<file path="src/rtl/fetch_pc_queue.sv">
// fetch_pc_queue: program counter, bundle request issue and bundle FIFO
// sitting directly in front of instruction_fetch.
// Optional feature macro: FETCH_PERF_CNT_EN adds the perf_bundles and
// perf_stall counters. The default build leaves that macro undefined.
module fetch_pc_queue #(
  parameter logic [31:0] RESET_PC = 32'h0000_0000,
  parameter int unsigned DEPTH    = 4
) (
  input  logic         clk,
  input  logic         rst,
  output logic         imem_req_valid,
  input  logic         imem_req_ready,
  output logic [31:0]  imem_req_addr,
  input  logic         imem_rsp_valid,
  input  logic [127:0] imem_rsp_data,
  input  logic         redirect_valid,
  input  logic [31:0]  redirect_pc,
  output logic         bundle_valid,
  input  logic         bundle_ready,
  output logic [127:0] bundle_data,
  output logic [31:0]  bundle_pc
`ifdef FETCH_PERF_CNT_EN
  ,
  output logic [31:0]  perf_bundles,
  output logic [31:0]  perf_stall
`endif
);

  localparam int unsigned PTR_W = (DEPTH > 1) ? $clog2(DEPTH) : 1;
  localparam int unsigned CNT_W = PTR_W + 1;
  localparam logic [CNT_W:0] DEPTH_C = (CNT_W+1)'(DEPTH);

  logic [31:0]      pc_q, pc_d;
  logic [CNT_W-1:0] count_q, count_d;
  logic [CNT_W-1:0] outst_q, outst_d;
  logic [CNT_W-1:0] drop_q, drop_d;
  logic [PTR_W-1:0] rd_ptr_q, rd_ptr_d, wr_ptr_q, wr_ptr_d;
  logic [PTR_W-1:0] tag_rd_q, tag_rd_d, tag_wr_q, tag_wr_d;
  logic [127:0]     fifo_data_q [DEPTH];
  logic [127:0]     fifo_data_d [DEPTH];
  logic [31:0]      fifo_pc_q [DEPTH];
  logic [31:0]      fifo_pc_d [DEPTH];
  logic [31:0]      tag_pc_q [DEPTH];
  logic [31:0]      tag_pc_d [DEPTH];

  logic [CNT_W:0]   credit_sum;
  logic             accept;
  logic             rsp_take;
  logic             push;
  logic             pop;

  // Handshakes: request credit, response acceptance and FIFO head presentation.
  always_comb begin
    credit_sum     = {1'b0, count_q} + {1'b0, outst_q};
    imem_req_valid = !rst && !redirect_valid && (credit_sum < DEPTH_C);
    imem_req_addr  = pc_q;
    accept         = imem_req_valid && imem_req_ready;
    rsp_take       = imem_rsp_valid && (outst_q != '0);
    bundle_valid   = (count_q != '0);
    bundle_data    = bundle_valid ? fifo_data_q[rd_ptr_q] : '0;
    bundle_pc      = bundle_valid ? fifo_pc_q[rd_ptr_q] : '0;
    pop            = bundle_valid && bundle_ready && !redirect_valid;
    push           = rsp_take && (drop_q == '0) && !redirect_valid;
  end

  // Next state: PC advance, tag queue, in-flight and drop bookkeeping, FIFO; redirect overrides.
  always_comb begin
    pc_d        = pc_q;
    count_d     = count_q;
    outst_d     = outst_q;
    drop_d      = drop_q;
    rd_ptr_d    = rd_ptr_q;
    wr_ptr_d    = wr_ptr_q;
    tag_rd_d    = tag_rd_q;
    tag_wr_d    = tag_wr_q;
    fifo_data_d = fifo_data_q;
    fifo_pc_d   = fifo_pc_q;
    tag_pc_d    = tag_pc_q;

    if (accept) begin
      tag_pc_d[tag_wr_q] = pc_q;
      tag_wr_d           = tag_wr_q + PTR_W'(1);
      pc_d               = pc_q + 32'd16;
    end

    if (rsp_take) begin
      tag_rd_d = tag_rd_q + PTR_W'(1);
      if (drop_q != '0) begin
        drop_d = drop_q - CNT_W'(1);
      end
    end

    case ({accept, rsp_take})
      2'b10:   outst_d = outst_q + CNT_W'(1);
      2'b01:   outst_d = outst_q - CNT_W'(1);
      default: outst_d = outst_q;
    endcase

    if (push) begin
      fifo_data_d[wr_ptr_q] = imem_rsp_data;
      fifo_pc_d[wr_ptr_q]   = tag_pc_q[tag_rd_q];
      wr_ptr_d              = wr_ptr_q + PTR_W'(1);
    end

    if (pop) begin
      rd_ptr_d = rd_ptr_q + PTR_W'(1);
    end

    case ({push, pop})
      2'b10:   count_d = count_q + CNT_W'(1);
      2'b01:   count_d = count_q - CNT_W'(1);
      default: count_d = count_q;
    endcase

    if (redirect_valid) begin
      pc_d     = {redirect_pc[31:4], 4'b0000};
      count_d  = '0;
      rd_ptr_d = '0;
      wr_ptr_d = '0;
      drop_d   = outst_q - CNT_W'(rsp_take);
    end
  end

  // Control state register with synchronous reset.
  always_ff @(posedge clk) begin
    if (rst) begin
      pc_q     <= RESET_PC;
      count_q  <= '0;
      outst_q  <= '0;
      drop_q   <= '0;
      rd_ptr_q <= '0;
      wr_ptr_q <= '0;
      tag_rd_q <= '0;
      tag_wr_q <= '0;
    end else begin
      pc_q     <= pc_d;
      count_q  <= count_d;
      outst_q  <= outst_d;
      drop_q   <= drop_d;
      rd_ptr_q <= rd_ptr_d;
      wr_ptr_q <= wr_ptr_d;
      tag_rd_q <= tag_rd_d;
      tag_wr_q <= tag_wr_d;
    end
  end

  // Storage arrays need no reset: the outputs are gated by the FIFO count.
  always_ff @(posedge clk) begin
    fifo_data_q <= fifo_data_d;
    fifo_pc_q   <= fifo_pc_d;
    tag_pc_q    <= tag_pc_d;
  end

`ifdef FETCH_PERF_CNT_EN
  logic [31:0] perf_bundles_q, perf_bundles_d;
  logic [31:0] perf_stall_q, perf_stall_d;

  // Count delivered bundles and cycles where downstream waits on an empty FIFO.
  always_comb begin
    perf_bundles_d = perf_bundles_q + (pop ? 32'd1 : 32'd0);
    perf_stall_d   = perf_stall_q + ((bundle_ready && !bundle_valid) ? 32'd1 : 32'd0);
  end

  // Performance counter registers, cleared by reset and wrapping naturally.
  always_ff @(posedge clk) begin
    if (rst) begin
      perf_bundles_q <= '0;
      perf_stall_q   <= '0;
    end else begin
      perf_bundles_q <= perf_bundles_d;
      perf_stall_q   <= perf_stall_d;
    end
  end

  assign perf_bundles = perf_bundles_q;
  assign perf_stall   = perf_stall_q;
`endif

endmodule

</file>
<file path="config.mk">
export PLATFORM = sky130hd
export DESIGN_NAME = fetch_pc_queue
export DESIGN_NICKNAME = d
export VERILOG_FILES = /design/src/rtl/fetch_pc_queue.sv
export SDC_FILE = /design/constraint.sdc
export NUM_CORES = 1
export LEC_CHECK = 0
export ABC_AREA = 1
export CORE_MARGIN = 3
export CORE_UTILIZATION = 56
export CTS_CLUSTER_DIAMETER = 80
export DETAILED_ROUTE_END_ITERATION = 8
export PLACE_DENSITY_LB_ADDON = 0.08
export SETUP_SLACK_MARGIN = 0.15
export SLEW_MARGIN = 10
export SYNTH_ARGS = -nofsm -noshare
export SYNTH_HDL_FRONTEND = slang
export SYNTH_SLANG_ARGS = --single-unit
</file>
<file path="constraint.sdc">
create_clock -name clk -period 13.8 [get_ports clk]
set_clock_uncertainty 0.2 [all_clocks]
set_input_delay 2.76 -clock clk [delete_from_list [all_inputs] [get_ports clk]]
set_output_delay 2.76 -clock clk [all_outputs]
set_load 0.05 [all_outputs]
</file>
==> results.json <==
{
  "cap_violations": 0,
  "synth_xor_area_share_pct": 0.2523,
  "die_height_um": 242.2,
  "synth_top_family_by_area": "simple AND/OR/NAND/NOR gates",
  "clkSinkCount": 781,
  "synth_top_area_cell": "edfxtp_1",
  "vdd_ir_drop_max_v": 0.00009057,
  "internal-power_mw": 3.993,
  "syn-instance-count": 2619,
  "clock_path_buffers": 3,
  "synth_top_area_share_pct": 70.75,
  "tightest_slew_ns": 1.295,
  "whs_ns": 0.2987,
  "crit_required_ns": 10.84,
  "hold_violations": 0,
  "drt_iter0_drc": 1579,
  "period_minus_slack_ns": 7.607,
  "p_seq_share_pct": 52.2,
  "antenna_found_initial": 9,
  "grt_pass1_wl_um": 114100,
  "path_class": "primary input to output pin",
  "finalWirelength_um": 74120,
  "vias": 20670,
  "nets": 3102,
  "status": "finished, final reports clean",
  "power_density_nw_per_um2": 135.9,
  "crit_fanout": 28,
  "root_buffer": "clkbuf_16",
  "fin_cells": 3723,
  "setup_slack_ns": 6.193,
  "crit_path_end_kind": "output pin",
  "cts_setup_buffers": 0,
  "area_delta_synth_final_pct": 20.88,
  "p_clk_share_pct": 40.0,
  "synth_mux_area_share_pct": 0.03204,
  "numCtsBuffers": 79,
  "first_global_vias": 20410,
  "swShare_pct": 22.20,
  "port_buffers": 347,
  "placementRows": 85,
  "critPathLaunchType": "primary input",
  "clk-insertion-delay-late_ns": 0.60,
  "synth_compound_area_share_pct": 10.22,
  "initial_core_util_pct": 57.37,
  "ys_types": 39,
  "pin_count": 360,
  "syn_area_um2": 31240,
  "dp_cells": 3574,
  "slew_violations": 0,
  "fill_cells": 3872,
  "dieArea_um2": 58650,
  "place_ws_ns": 6.188,
  "clkTransAtPathRegs_ns": 0.05,
  "total_power_mw": 5.133,
  "detail-route-antenna-nets": 0,
  "gp_congestion": 0.8228,
  "period_share_pct": 55.12,
  "grt_use_total_pct": 24.85,
  "avgViaCountPerCell": 5.552,
  "syn_area_per_cell_um2": 11.93,
  "combPwrFrac_pct": 7.8,
  "postCtsHoldBufs": 0,
  "cts_resized": 0,
  "p_sw_mw": 1.140,
  "die_w_um": 242.2,
  "ys_ff_latch": 781,
  "route.detailed.drc": 0,
  "synth_area_leaders": "edfxtp_1 71%, nor2_1 8.9%, o21ai_0 6.2%, a21oi_1 3.1%, dfxtp_1 2.9%",
  "firstDrtPassIters": 5,
  "final_cell_area_um2": 37760,
  "rsz0062_at_grt": "false",
  "post_dp_cell_area_um2": 35230,
  "wl_per_cell_um": 19.91,
  "leakagePower_nw": 12.67,
  "h-tree-depth": 3,
  "grt_max_degree": 251,
  "post-route-util_pct": 69.34,
  "setup_violations": 0,
  "dp.final_hpwl_um": 40480,
  "core_um2": 54450,
  "fmax_mhz": 131.5,
  "arrival_ns": 4.65,
  "cts_tree": "built",
  "ys_seq_area_share_pct": 73.64,
  "grt-ovfl-total": 0,
  "hold_class": "flop to flop",
  "yosys.area_share.simple_pct": 11.78,
  "drive_gt1_share_pct": 5.277,
  "slew_headroom_pct": 13.68,
  "synthAdderAreaFrac_pct": 0.8091,
  "hold_depth": 2,
  "yosysWarnings": 0,
  "tns_ns": 0,
  "ff2ff_path_depth": 11
}
[power by group through the flow]
stage / registers [mW] / clock network [mW] / logic [mW]
after CTS: 2.68 / 2.09 / 0.403
after global routing: 2.68 / 2.19 / 0.435
after global placement: 2.72 / 0 / 0.389
final: 2.68 / 2.05 / 0.400
after detailed placement: 2.73 / 0 / 0.400
after floorplan: 2.75 / 0 / 0.221
[final timing paths]
path                            slack (ns)              to      start
worst max-delay path                  6.19  imem_req_valid        rst
worst min-delay path                  0.30       drop_q[1]  drop_q[1]
worst max register to register        9.69   fifo_pc_q[88]  drop_q[0]
worst min register to register        0.30       drop_q[1]  drop_q[1]
[placed cells by master (no fill, tap or decap), types with 43 or more instances in the layout]
cell	netlist	layout
inv_1	73	72
nand3_1	51	51
nand2_1	137	137
nor2_1	740	732
clkdlybuf4s50_1	0	347
dfxtp_1	45	43
a21oi_1	196	196
o21ai_0	390	390
clkbuf_16	0	83
edfxtp_1	736	736
[worst max-delay path, cell delays in order]
cell and delay [ns]:
clkdlybuf4s50_1 0.39, buf_4 0.25, nor2_8 0.19, nand2_2 0.08, nor2_4 0.15, clkdlybuf4s50_1 0.82
[sequential cells by signal, summed over array words and instances (netlist names)]
name           count
tag_rd_q           2
wr_ptr_q           2
outst_q            3
tag_pc_q         112
imem_req_addr     28
fifo_data_q      512
drop_q             3
rd_ptr_q           2
tag_wr_q           2
count_q            3
fifo_pc_q        112
[routing by layer]
metal	wire (µm)	part of all wire [%]	track usage (%)
met1	29570	40	31.63
met2	37490	51	43.18
met3	5393	7.3	4.936
met4	1653	2.2	7.921
met5	23	0.031	0
[synthesized netlist by cell type]
library cell	instances
nor2_1	740
edfxtp_1	736
o21ai_0	390
a21oi_1	196
nand2_1	137
clkbuf_1	96
inv_1	73
nand3_1	51
dfxtp_1	45
buf_2	42
o22ai_1	28
ha_1	17
buf_1	9
buf_4	9
xnor2_1	6
nor2_2	5
o21bai_1	4
buf_6	3
inv_2	3
nand2_2	3
o21ai_1	3
xor2_1	3
a21oi_2	2
and2_1	2
fa_1	2
a211oi_1	1
a21boi_0	1
buf_8	1
clkinv_1	1
clkinv_4	1
conb_1	1
mux2i_1	1
nand2_4	1
nand3_2	1
nand4_1	1
nor2_4	1
nor2_8	1
nor3_2	1
o211ai_1	1
[kinds of logic (layout without fill, tap and decap cells)]
group,count (synthesis),count (layout)
adders and majority gates,19,19
muxes,1,1
buffers and inverters,238,587
AOI/OAI and AO/OA,626,626
other,1,17
and+or+nand+nor,944,944
DFF,781,781
xor gates and xnor gates,9,9
[layout make-up]
class	instances	area (µm²)	area share (%)
inverters	78	310.3	0.8218
clock inverters	35	322.8	0.8549
repair buffers	370	3704	9.808
well taps	739	924.6	2.449
multi-input cells	1607	7310	19.36
clock buffers	104	2156	5.709
flip-flops and latches	781	23010	60.94
diodes	9	22.52	0.05965
Note: power is estimated with default switching activity, not from simulation.
==> variant 1: new RTL, same flow settings <==
Build with the macro `FETCH_PERF_CNT_EN` defined.
--- a/src/rtl/fetch_pc_queue.sv
+++ b/src/rtl/fetch_pc_queue.sv
@@ -4,2 +4,4 @@
 // perf_stall counters. The default build leaves that macro undefined.
+`define FETCH_PERF_CNT_EN
+
 module fetch_pc_queue #(
Function (old outputs only; new: perf_bundles and perf_stall): no difference found for any inputs over 4 cycles, from zero or initial values and one cycle with rst high; that may be too few to reach the edited logic, so the function may still have changed.
==> variant 1 against the original RTL <==
  * Via count up 19%
  * Count of clock-buffer cells in the layout up 6
  * Sequential share of layout area down 3.1 points
  * Register-to-register slack better by 0.20 ns
  * Power up 5.5%
  * Cell area up 11%
  * Sequential cell count up 64
  * Setup slack worse by 0.87 ns
  * Wire length up 17%
  * Area after synthesis up 11%
  * Synthesized cell count up 20%
  * Global-route usage up 1.2 points
  * Largest cell class unchanged
==> variant 1: results (changes against the original RTL) <==
[outcome]
outcome=finished clean

[power_and_ir_drop]
powerDensity_nw_per_um2=129.0  ; -5.1%
pwr-share-clk_pct=40.9  ; +0.9 points
internal_power_w=0.004248  ; +6.4%
powerComb_w=0.000336  ; -16%

[synth]
synth_area_leaders=edfxtp_1 (64%), nor2_1 (9.0%), dfxtp_1 (6.3%)
synthCells=3151  ; +20%
yosysSeqAreaShare_pct=70.13  ; -3.5 points
synth-compound-area-share_pct=10.17  ; -0.047 points
muxShareOfSynthArea_pct=0.02891  ; -0.0031 points

[worst_setup_path]
cp_max_fo=99  ; +250%
timing.critical_path.slowest_stage_cell=buf_4
crit_arrival_ns=5.52  ; +0.87 ns

[final_layout]
final_net_count=3702  ; +19%
syn2layout_area_growth_pct=21.26
seq_area_share_pct=57.85  ; -3.1 points
multiInputGateArea_um2=9138  ; +25%
clkCellAreaFrac_pct=6.430  ; -0.13 points
fillers=4413  ; +14%

[grt]
antenna_found_initial=11  ; +2
grt_first_pass_wirelength_um=130700  ; +15%
grt_pass1_vias=23938  ; +17%

[clock_network]
cts_made_buffers=85  ; +7.6%

[placement]
place_inst=4208  ; +18%

[routing]
firstDrtPassIters=6  ; +1
num_vias=24505  ; +19%

[sta]
worst_pin_slew_ns=1.217  ; -0.07738 ns

[variant 1: worst paths after layout]
kind / startpoint / to / slack (ns) / cells after the start
worst min-delay path: perf_stall[31] / perf_stall[31] / 0.27 / 2
worst min register to register: perf_stall[31] / perf_stall[31] / 0.27 / 2
worst max register to register: drop_q[0] / fifo_data_q[201] / 9.89 / 10
worst max-delay path: rd_ptr_q[0] / bundle_data[83] / 5.32 / 8
[variant 1: metal layers]
layer | GRT usage (%) | up-vias | share of wire, %
met5 | 0 | - | 0.091
met4 | 8.959 | 12 | 2.6
met3 | 5.599 | 155 | 7.2
met2 | 44.61 | 777 | 50
met1 | 33.34 | 11936 | 41
li1 | - | 11625 | -
[variant 1: through the flow]
stage | total power, W | util [%]
global route | 0.005595 | 69.04
floorplan | 0.003115 | -
CTS | 0.005456 | 69.02
global placement | 0.003240 | 64.58
finish | 0.005417 | 69.06
detailed placement | 0.003256 | 64.58
==> variant 2: new RTL, same settings <==
Made on the original files. Set the parameter `DEPTH` to 2 (it was 4).
--- a/src/rtl/fetch_pc_queue.sv
+++ b/src/rtl/fetch_pc_queue.sv
@@ -6,3 +6,3 @@
   parameter logic [31:0] RESET_PC = 32'h0000_0000,
-  parameter int unsigned DEPTH    = 4
+  parameter int unsigned DEPTH    = 2
 ) (
Formal check against the unedited RTL: not equivalent (Yosys sat finds a counterexample within 4 cycles, from zero or initial values and one cycle with rst high).
==> variant 2 against the original RTL <==
  * Global-route usage down 0.52 points
  * Area after synthesis down 49%
  * Combinational power down 51%
  * Sequential power down 48%
  * Utilization up 5.9 points
  * Setup slack worse by 0.27 ns
  * Register-to-register slack better by 0.11 ns
  * Power down 49%
  * Fmax down 3.5%
  * Synthesized cell count down 47%
  * Wire length down 48%
  * Final cell count down 43%
  * Cell area down 44%
  * Sequential cell count down 375
  * Critical path type unchanged
  * Highest routed layer unchanged
==> variant 2: results (changes against the original RTL) <==
[grt]
met2_usage_pct=41.09  ; -2.1 points
grtUsageMet3_pct=5.880  ; +0.94 points
grt.total_usage_pct=24.34  ; -0.52 points
antenna_found_initial=3  ; -6
grt_pass1_vias=10843  ; -47%
grt_start_max_net_pins=104  ; -59%
grt_first_pass_wirelength_um=58820  ; -48%
met1_usage_pct=31.07  ; -0.56 points

[routing]
route.met3.wl_um=3348  ; -38%
drtIter0Drc=941  ; -40%
avgViaCountPerCell=5.297  ; -4.6%
wl_um=38670  ; -48%
m1WireLength_um=14800  ; -50%
firstDrtPassIters=6  ; +1
avgRoutedWirePerCell_um=18.20  ; -8.6%
wl_met2_um=19130  ; -49%

[power_and_ir_drop]
power_switching_w=0.0005602  ; -51%
p_leak_nw=7.461  ; -41%
peakVddDrop_v=0.00009854  ; +8.8%
clock_power_w=0.00101  ; -51%
p_comb_share_pct=7.5  ; -0.3 points

[final_layout]
final_net_count=1890  ; -39%
drive_above_1_share_pct=5.498  ; +0.22 points
largest_registers=fifo_data_q x256, fifo_pc_q x56, tag_pc_q x56

[clock_network]
cts_made_buffers=41  ; -48%
insertion_delay_ns=0.51  ; -0.09 ns
htree_levels=2  ; -1
clk_pin_slew_ns=0.06

[synth]
synth_area_leaders=edfxtp_1 (69%), nand2_1 (12%), a21oi_1 (5.6%)
muxShareOfSynthArea_pct=0  ; -0.032 points
synthCells=1382  ; -47%
synth.distinct_cells=36  ; -7.7%
synth_top_area_share_pct=68.71  ; -2.0 points
synth-compound-area-share_pct=6.823  ; -3.4 points
async_flop_share_pct=0  ; unchanged
synth_fa_ha_area_share_pct=0.5135  ; -0.30 points
ys_top_cells_by_count=nand2_1 (508), edfxtp_1 (368), a21oi_1 (179)
synth_edf_count=368  ; -50%
ys_warn_count=0  ; unchanged
yosysSeqAreaShare_pct=73.44  ; -0.20 points
yosys.area_share.xor_xnor_pct=0.4357  ; +0.18 points

[worst_setup_path]
cp_max_fo=26  ; -7.1%
r2r_cells=6  ; -5

[placement]
hpwl_um=24740  ; -39%
gp_congestion=0.8766  ; +6.5%
place_inst=2053  ; -43%

[outcome]
outcome=finished clean

[sta]
worst_pin_slew_ns=1.161  ; -0.1337 ns
finalSetupTns_ns=0  ; unchanged

## variant 2: changes by cell type in the layout (fill, tap and decap cells not counted), sizes merged, moves of 9 or more
cell / before / now
o22ai: 28 / 0
inv: 80 / 53
nor2: 747 / 60
a21oi: 198 / 179
buf: 23 / 14
o21ai: 393 / 26
a31oi: 0 / 9
nand2: 141 / 511
ha: 17 / 5
edfxtp: 736 / 368
clkbuf: 104 / 48
nand3: 52 / 26
## variant 2: layout make-up
type	count	area [µm²]	share of cell area, %
timing repair buffer	361	3578	16.99
tap	378	473.0	2.245
multi-input combinational	854	3772	17.91
clock inverter	23	156.4	0.7425
sequential	406	11820	56.09
clock buffer	48	1062	5.043
inverter	54	205.2	0.9741
antenna	1	2.502	0.01188
## variant 2: stage by stage
step                hold slack (ns)  setup slack, ns  power [W]  utilization [%]  cell area, µm²
global route                 0.3472            5.838   0.002679            75.20           21070
global placement             0.3063            5.930   0.001603            70.84           19840
detailed placement           0.3202            5.955   0.001609            70.84           19840
floorplan                    0.2590            3.214   0.001520                -           16110
finish                       0.3330            5.920   0.002596            75.20           21070
CTS                          0.3341            5.937   0.002614            75.20           21060
## variant 2: worst max-delay path, stage by stage
cell and delay [ns]:
clkdlybuf4s50_1 0.39, buf_4 0.23, nor2_4 0.17, inv_1 0.17
nor3_1 0.31, clkdlybuf4s50_1 0.87
## variant 2: final timing paths
| path | from | endpoint | slack, ns |
|---|---|---|---|
| setup / recovery | redirect_valid | imem_req_valid | 5.92 |
| hold / removal | tag_pc_q[54] | fifo_pc_q[22] | 0.33 |
| setup reg to reg | outst_q[1] | fifo_data_q[161] | 9.80 |
| hold reg to reg | tag_pc_q[54] | fifo_pc_q[22] | 0.33 |
